### config.mk
export PLATFORM = sky130hd
export DESIGN_NAME = bambu_mem_lane_arbiter_flat
export DESIGN_NICKNAME = d
export VERILOG_FILES = /design/src/rtl/bambu_mem_lane_arbiter_if.sv /design/src/rtl/bambu_mem_lane_arbiter.sv /design/src/flat_wrapper.sv
export SDC_FILE = /design/constraint.sdc
export NUM_CORES = 1
export LEC_CHECK = 0
export ABC_AREA = 1
export CAP_MARGIN = 0
export CORE_ASPECT_RATIO = 1.5
export CORE_UTILIZATION = 40
export CTS_CLUSTER_DIAMETER = 40
export CTS_CLUSTER_SIZE = 40
export DETAILED_ROUTE_END_ITERATION = 7
export GPL_TIMING_DRIVEN = 0
export PLACE_DENSITY = 0.88
export RECOVER_POWER = 25
export SLEW_MARGIN = 20
export SYNTH_ARGS = -nofsm -noshare
export SYNTH_HDL_FRONTEND = slang
export SYNTH_SLANG_ARGS = --single-unit
### constraint.sdc
create_clock -name clock -period 3.3 [get_ports clock]
set_clock_uncertainty 0.1 [all_clocks]
set_input_delay 0.33 -clock clock [delete_from_list [all_inputs] [get_ports clock]]
set_output_delay 0.33 -clock clock [all_outputs]
set_load 0.03 [all_outputs]
### src/rtl/bambu_mem_lane_arbiter_if.sv
// Bus bundle between the 2-lane Bambu master side (plus the shared RAM) and the lane arbiter.
// "master" is the HLS/RAM environment; "slave" is the arbiter.
interface bambu_mem_lane_arbiter_if #(
  parameter int ADDR_W = 7,
  parameter int DATA_W = 8
);
  logic [1:0]          Mout_oe_ram;
  logic [1:0]          Mout_we_ram;
  logic [2*ADDR_W-1:0] Mout_addr_ram;
  logic [2*DATA_W-1:0] Mout_Wdata_ram;
  logic [7:0]          Mout_data_ram_size;
  logic [2*DATA_W-1:0] M_Rdata_ram;
  logic [1:0]          M_DataRdy;
  logic                mem_en;
  logic                mem_we;
  logic [ADDR_W-1:0]   mem_addr;
  logic [DATA_W-1:0]   mem_wdata;
  logic [DATA_W-1:0]   mem_wmask;
  logic [DATA_W-1:0]   mem_rdata;
  logic                err_conflict;

  modport master (
    output Mout_oe_ram, Mout_we_ram, Mout_addr_ram, Mout_Wdata_ram, Mout_data_ram_size, mem_rdata,
    input  M_Rdata_ram, M_DataRdy, mem_en, mem_we, mem_addr, mem_wdata, mem_wmask, err_conflict
  );

  modport slave (
    input  Mout_oe_ram, Mout_we_ram, Mout_addr_ram, Mout_Wdata_ram, Mout_data_ram_size, mem_rdata,
    output M_Rdata_ram, M_DataRdy, mem_en, mem_we, mem_addr, mem_wdata, mem_wmask, err_conflict
  );
endinterface

### src/rtl/bambu_mem_lane_arbiter.sv
// Round-robin arbiter putting two Bambu master lanes onto one single-port synchronous RAM,
// one access in flight, with per-lane DataRdy/Rdata after fixed read/write latencies.
module bambu_mem_lane_arbiter #(
  parameter int ADDR_W    = 7,
  parameter int DATA_W    = 8,
  parameter int READ_LAT  = 2,
  parameter int WRITE_LAT = 1
) (
  input logic clock,
  input logic reset,
  bambu_mem_lane_arbiter_if.slave bus
);
  localparam int MAX_LAT = (READ_LAT > WRITE_LAT) ? READ_LAT : WRITE_LAT;
  localparam int CNT_W   = (MAX_LAT > 1) ? $clog2(MAX_LAT) : 1;

  typedef enum logic [1:0] {IDLE, ISSUE, WAIT, RESP} state_t;

  state_t            state, state_next;
  logic              grant, grant_next;
  logic              last_grant, last_grant_next;
  logic              lat_we, lat_we_next;
  logic [ADDR_W-1:0] lat_addr, lat_addr_next;
  logic [DATA_W-1:0] lat_wdata, lat_wdata_next;
  logic [3:0]        lat_size, lat_size_next;
  logic [CNT_W-1:0]  cnt, cnt_next;
  logic [DATA_W-1:0] rdata_cap, rdata_cap_next;
  logic              err, err_next;
  logic [1:0]        req, conflict;
  logic              sel;
  logic [DATA_W-1:0] wmask_full;

  always_ff @(posedge clock) begin
    if (reset) begin
      state      <= IDLE;
      grant      <= 1'b0;
      last_grant <= 1'b1;
      lat_we     <= 1'b0;
      lat_addr   <= '0;
      lat_wdata  <= '0;
      lat_size   <= '0;
      cnt        <= '0;
      rdata_cap  <= '0;
      err        <= 1'b0;
    end else begin
      state      <= state_next;
      grant      <= grant_next;
      last_grant <= last_grant_next;
      lat_we     <= lat_we_next;
      lat_addr   <= lat_addr_next;
      lat_wdata  <= lat_wdata_next;
      lat_size   <= lat_size_next;
      cnt        <= cnt_next;
      rdata_cap  <= rdata_cap_next;
      err        <= err_next;
    end
  end

  // A lane with oe and we both high is a protocol error: it never counts as a request.
  always_comb begin
    req      = bus.Mout_oe_ram ^ bus.Mout_we_ram;
    conflict = bus.Mout_oe_ram & bus.Mout_we_ram;
  end

  always_comb begin
    state_next      = state;
    grant_next      = grant;
    last_grant_next = last_grant;
    lat_we_next     = lat_we;
    lat_addr_next   = lat_addr;
    lat_wdata_next  = lat_wdata;
    lat_size_next   = lat_size;
    cnt_next        = cnt;
    rdata_cap_next  = rdata_cap;
    err_next        = err;
    sel             = 1'b0;
    case (state)
      IDLE: begin
        if (|conflict) err_next = 1'b1;
        if (|req) begin
          sel             = (req == 2'b11) ? ~last_grant : req[1];
          grant_next      = sel;
          last_grant_next = sel;
          lat_we_next     = bus.Mout_we_ram[sel];
          lat_addr_next   = sel ? bus.Mout_addr_ram[ADDR_W +: ADDR_W] : bus.Mout_addr_ram[0 +: ADDR_W];
          lat_wdata_next  = sel ? bus.Mout_Wdata_ram[DATA_W +: DATA_W] : bus.Mout_Wdata_ram[0 +: DATA_W];
          lat_size_next   = sel ? bus.Mout_data_ram_size[7:4] : bus.Mout_data_ram_size[3:0];
          state_next      = ISSUE;
        end
      end
      ISSUE: begin
        cnt_next   = lat_we ? CNT_W'(WRITE_LAT - 1) : CNT_W'(READ_LAT - 1);
        state_next = WAIT;
      end
      WAIT: begin
        if (cnt == '0) begin
          rdata_cap_next = lat_we ? '0 : bus.mem_rdata;
          state_next     = RESP;
        end else begin
          cnt_next = cnt - CNT_W'(1);
        end
      end
      RESP:    state_next = IDLE;
      default: state_next = IDLE;
    endcase
  end

  // Size is a bit count: the low 'size' bits are written, saturating at the full word.
  always_comb begin
    wmask_full = '0;
    for (int b = 0; b < DATA_W; b++) wmask_full[b] = (b < int'(lat_size));
  end

  always_comb begin
    bus.mem_en       = (state == ISSUE);
    bus.mem_we       = (state == ISSUE) && lat_we;
    bus.mem_addr     = lat_addr;
    bus.mem_wdata    = lat_wdata;
    bus.mem_wmask    = (state == ISSUE) ? wmask_full : '0;
    bus.M_DataRdy    = '0;
    bus.M_Rdata_ram  = '0;
    bus.err_conflict = err;
    if (state == RESP) begin
      bus.M_DataRdy[grant] = 1'b1;
      if (grant) bus.M_Rdata_ram[DATA_W +: DATA_W] = rdata_cap;
      else       bus.M_Rdata_ram[0 +: DATA_W]      = rdata_cap;
    end
  end
endmodule

### src/flat_wrapper.sv
// flat-port wrapper written by rule: the top's interface ports become plain ports
module bambu_mem_lane_arbiter_flat 
#(
  parameter int ADDR_W    = 7,
  parameter int DATA_W    = 8,
  parameter int READ_LAT  = 2,
  parameter int WRITE_LAT = 1
)
  (clock, reset, bus_Mout_oe_ram, bus_Mout_we_ram, bus_Mout_addr_ram, bus_Mout_Wdata_ram, bus_Mout_data_ram_size, bus_mem_rdata, bus_M_Rdata_ram, bus_M_DataRdy, bus_mem_en, bus_mem_we, bus_mem_addr, bus_mem_wdata, bus_mem_wmask, bus_err_conflict);
  bambu_mem_lane_arbiter_if #(.ADDR_W(ADDR_W), .DATA_W(DATA_W)) bus_i ();
  input logic clock;
  input logic reset;
  input wire logic [$bits(bus_i.Mout_oe_ram)-1:0] bus_Mout_oe_ram;
  input wire logic [$bits(bus_i.Mout_we_ram)-1:0] bus_Mout_we_ram;
  input wire logic [$bits(bus_i.Mout_addr_ram)-1:0] bus_Mout_addr_ram;
  input wire logic [$bits(bus_i.Mout_Wdata_ram)-1:0] bus_Mout_Wdata_ram;
  input wire logic [$bits(bus_i.Mout_data_ram_size)-1:0] bus_Mout_data_ram_size;
  input wire logic [$bits(bus_i.mem_rdata)-1:0] bus_mem_rdata;
  output wire logic [$bits(bus_i.M_Rdata_ram)-1:0] bus_M_Rdata_ram;
  output wire logic [$bits(bus_i.M_DataRdy)-1:0] bus_M_DataRdy;
  output wire logic [$bits(bus_i.mem_en)-1:0] bus_mem_en;
  output wire logic [$bits(bus_i.mem_we)-1:0] bus_mem_we;
  output wire logic [$bits(bus_i.mem_addr)-1:0] bus_mem_addr;
  output wire logic [$bits(bus_i.mem_wdata)-1:0] bus_mem_wdata;
  output wire logic [$bits(bus_i.mem_wmask)-1:0] bus_mem_wmask;
  output wire logic [$bits(bus_i.err_conflict)-1:0] bus_err_conflict;
  assign bus_i.Mout_oe_ram = bus_Mout_oe_ram;
  assign bus_i.Mout_we_ram = bus_Mout_we_ram;
  assign bus_i.Mout_addr_ram = bus_Mout_addr_ram;
  assign bus_i.Mout_Wdata_ram = bus_Mout_Wdata_ram;
  assign bus_i.Mout_data_ram_size = bus_Mout_data_ram_size;
  assign bus_i.mem_rdata = bus_mem_rdata;
  assign bus_M_Rdata_ram = bus_i.M_Rdata_ram;
  assign bus_M_DataRdy = bus_i.M_DataRdy;
  assign bus_mem_en = bus_i.mem_en;
  assign bus_mem_we = bus_i.mem_we;
  assign bus_mem_addr = bus_i.mem_addr;
  assign bus_mem_wdata = bus_i.mem_wdata;
  assign bus_mem_wmask = bus_i.mem_wmask;
  assign bus_err_conflict = bus_i.err_conflict;
  bambu_mem_lane_arbiter #(.ADDR_W(ADDR_W), .DATA_W(DATA_W), .READ_LAT(READ_LAT), .WRITE_LAT(WRITE_LAT)) u_core (.clock(clock), .reset(reset), .bus(bus_i));
endmodule
==> results.tsv <==
metric	value	unit
register area	681	µm²
routed vias/inst	4.67	
largest net degree at the start of global routing	12	
synthesized cell area	0.00183	mm²
PwrDens	759	mW/mm²
share of the synthesized area in the top cell type	0.371	
Initial DRC Count	82	
Util after Layout	0.691	
final setup fails	0	
leading area contributor after synthesis	dfxtp_1	
warnings from Yosys	0	
setup TNS	0	ns
slowest cell delay on critical path	0.73	ns
clk buf depth	2	
Die X	57.3	µm
Post-synth EDFFs	0	
final period utilization	0.760	
LEAKAGE	1.37	nW
crit path capture type	output pin	
Worst Max-Slew Pin Slew	0.537	ns
hold crit path type	register to register	
WL/cell	11.0	µm
worst r2r src	u_core.state[0]	
Syn Nets	356	
critical path buffer and inverter count	2	
commonest cells in the netlist	81 x nor2_1, 62 x nand2_1, 44 x inv_1	
Design Area, Final	0.00298	mm²
DRC viols	10	
CP Data Arrival Time	2.08	ns
initial antenna violation count	0	
top post-synthesis cells by area	dfxtp_1 37%, nor2_1 17%, nand2_1 13%, inv_1 9.0%, o21ai_0 5.7%	
Top delay family on crit path	buffers and inverters	
Pwr Total	2.26	mW
Slew Limit Headroom	0.641	
first-pass GRT wire length	8350	µm
maximum clock frequency	0.399	GHz
violated checks	DRC	
synth unique cells	16	
Final Max Tran Viols	0	
root buf cell	clkbuf_8	
Post-CTS Setup Repair Bufs	0	
height of the die	84.9	µm
status	finished with violations	
worst setup path class	register to output pin	
number of port buffers	95	
Initial Utilization	0.425	
final hold violation count	0	
Worst IR Drop VDD	0.000512	V
Antenna Nets Post-Route	0	
Critical Path Stages	5	
most common cell in the netlist	nor2_1	
TritonCTS Buffers	5	
crit path max fanout	6	
FILL cells	387	
clock tree sinks	34	
ys async rst share	0	
max_cap viols	0	
Worst path slowest cell	clkdlybuf4s50_1	
Routed WL	4900	µm
vias in the first global route	1897	
RSZ-0062 raised after global routing	no	
Mapped Cells	297	
fin cells	446	
share of layout cells above drive strength 1	0.0475	
gpl congestion	0.796	
post_cts resized	0	
io pins	96	
WHS	0.358	ns
# H-tree levels	2	
CP required	2.87	ns
Clk Latency, worst-skew pair	0.29	ns
DIE AREA	0.00487	mm²
syn_area_per_cell	6.18	µm²
CTS tree	yes	
clock-pin slew on the worst setup and hold paths	0.07	ns
Core Rows	29	
Hold Buf Count CTS	0	
R2R depth	7	
startpoint types	register	
# nets final	458	
Antenna Cells	0	
gr usage total	0.217	
reg2reg setup slack	1.52	ns
Layout area overhead	62.6	%
gr ovfl total	0	
Cell Area, Placed	0.00284	mm²
crit path time final	2.51	ns
CP startpoint	u_core.state[1]	
post-synthesis sequential area ratio	0.371	
CP cell instances	inv_1, ha_1, nand2_1, o21ai_0, clkdlybuf4s50_1	
Worst Setup EP	bus_mem_wmask[6]	
Cells after DPL	438	
worst slack at placement	1.12	ns
Synth Flop Type	dfxtp_1	
core box area	0.00432	mm²
Seq cells post-synth	34	
via count	2083	
Post-DP HPWL	3850	µm
DRT Pass-1 Iters	8	
footprint of the multi-input gates	920	µm²
reg2reg end	u_core.rdata_cap[4]	
final setup margin	0.793	ns
==> worst min-delay path by stage <==
stage	startpoint	endpoint	slack, ns	depth (start not counted)
2_1_floorplan	u_core.last_grant	u_core.last_grant	0.33	2
3_3_place_gp	u_core.last_grant	u_core.last_grant	0.34	2
3_5_place_dp	u_core.last_grant	u_core.last_grant	0.35	2
4_1_cts	u_core.bus.err_conflict	u_core.bus.err_conflict	0.36	2
5_1_grt	u_core.rdata_cap[3]	u_core.rdata_cap[3]	0.38	2
6_report	u_core.bus.err_conflict	u_core.bus.err_conflict	0.36	2
==> tightest hold or removal path, stage by stage (launching register included) <==
cell	delay, ns
dfxtp_1	0.31
inv_1	0.05
a21oi_1	0.05
==> cell families after synthesis <==
kind of cell / after synthesis / share of synthesized area
AOI/OAI and AO/OA: 43 / 0.120
DFF: 34 / 0.371
and+or+nand+nor: 157 / 0.335
buffers and inverters: 56 / 0.126
adders and majority gates: 7 / 0.0477
==> flip-flops by register name, indices dropped and copies added, names as in the netlist <==
signal and flops:
u_core.bus.mem_wdata 8, u_core.rdata_cap 8, u_core.bus.mem_addr 7, u_core.lat_size 4
u_core.state 2, u_core.bus.err_conflict 1, u_core.cnt 1, u_core.grant 1
u_core.last_grant 1, u_core.lat_we 1
==> per-layer routing <==
layer  track usage  wire length (µm)  vias to the layer above
li1              -                 -                     1106
met1         0.234              1840                      899
met2         0.401              2610                       71
met3        0.0595               372                        7
met4        0.0687                76                        0
met5             0                 0                        -
==> report_power, final <==
group	switching, mW	internal, mW
clock	0.151	0.322
sequential	0.0894	0.554
combinational	0.692	0.456
total	0.932	1.33
==> layout by cell type (no fill, tap or decap) <==
master	n
clkbuf_8	6
o21ai_0	21
dlygate4sd3_1	8
a21oi_1	15
nor2_1	82
bufinv_16	2
inv_1	44
buf_4	4
nand2_1	62
nand3_1	12
o211a_1	1
inv_2	1
nor2_4	1
clkdlybuf4s50_1	87
buf_2	5
ha_1	7
dfxtp_1	34
clkbuf_1	2
o21ai_1	6
==> cell type report <==
type	count	share of cell area
Buffer	11	0.0210
Clock buffer	6	0.0277
Clock inverter	2	0.0201
Inverter	45	0.0566
Multi-Input combinational cell	207	0.308
Sequential cell	34	0.228
Tap cell	46	0.0193
Timing Repair Buffer	95	0.319
No activity file was read; power rests on OpenSTA's default activity.
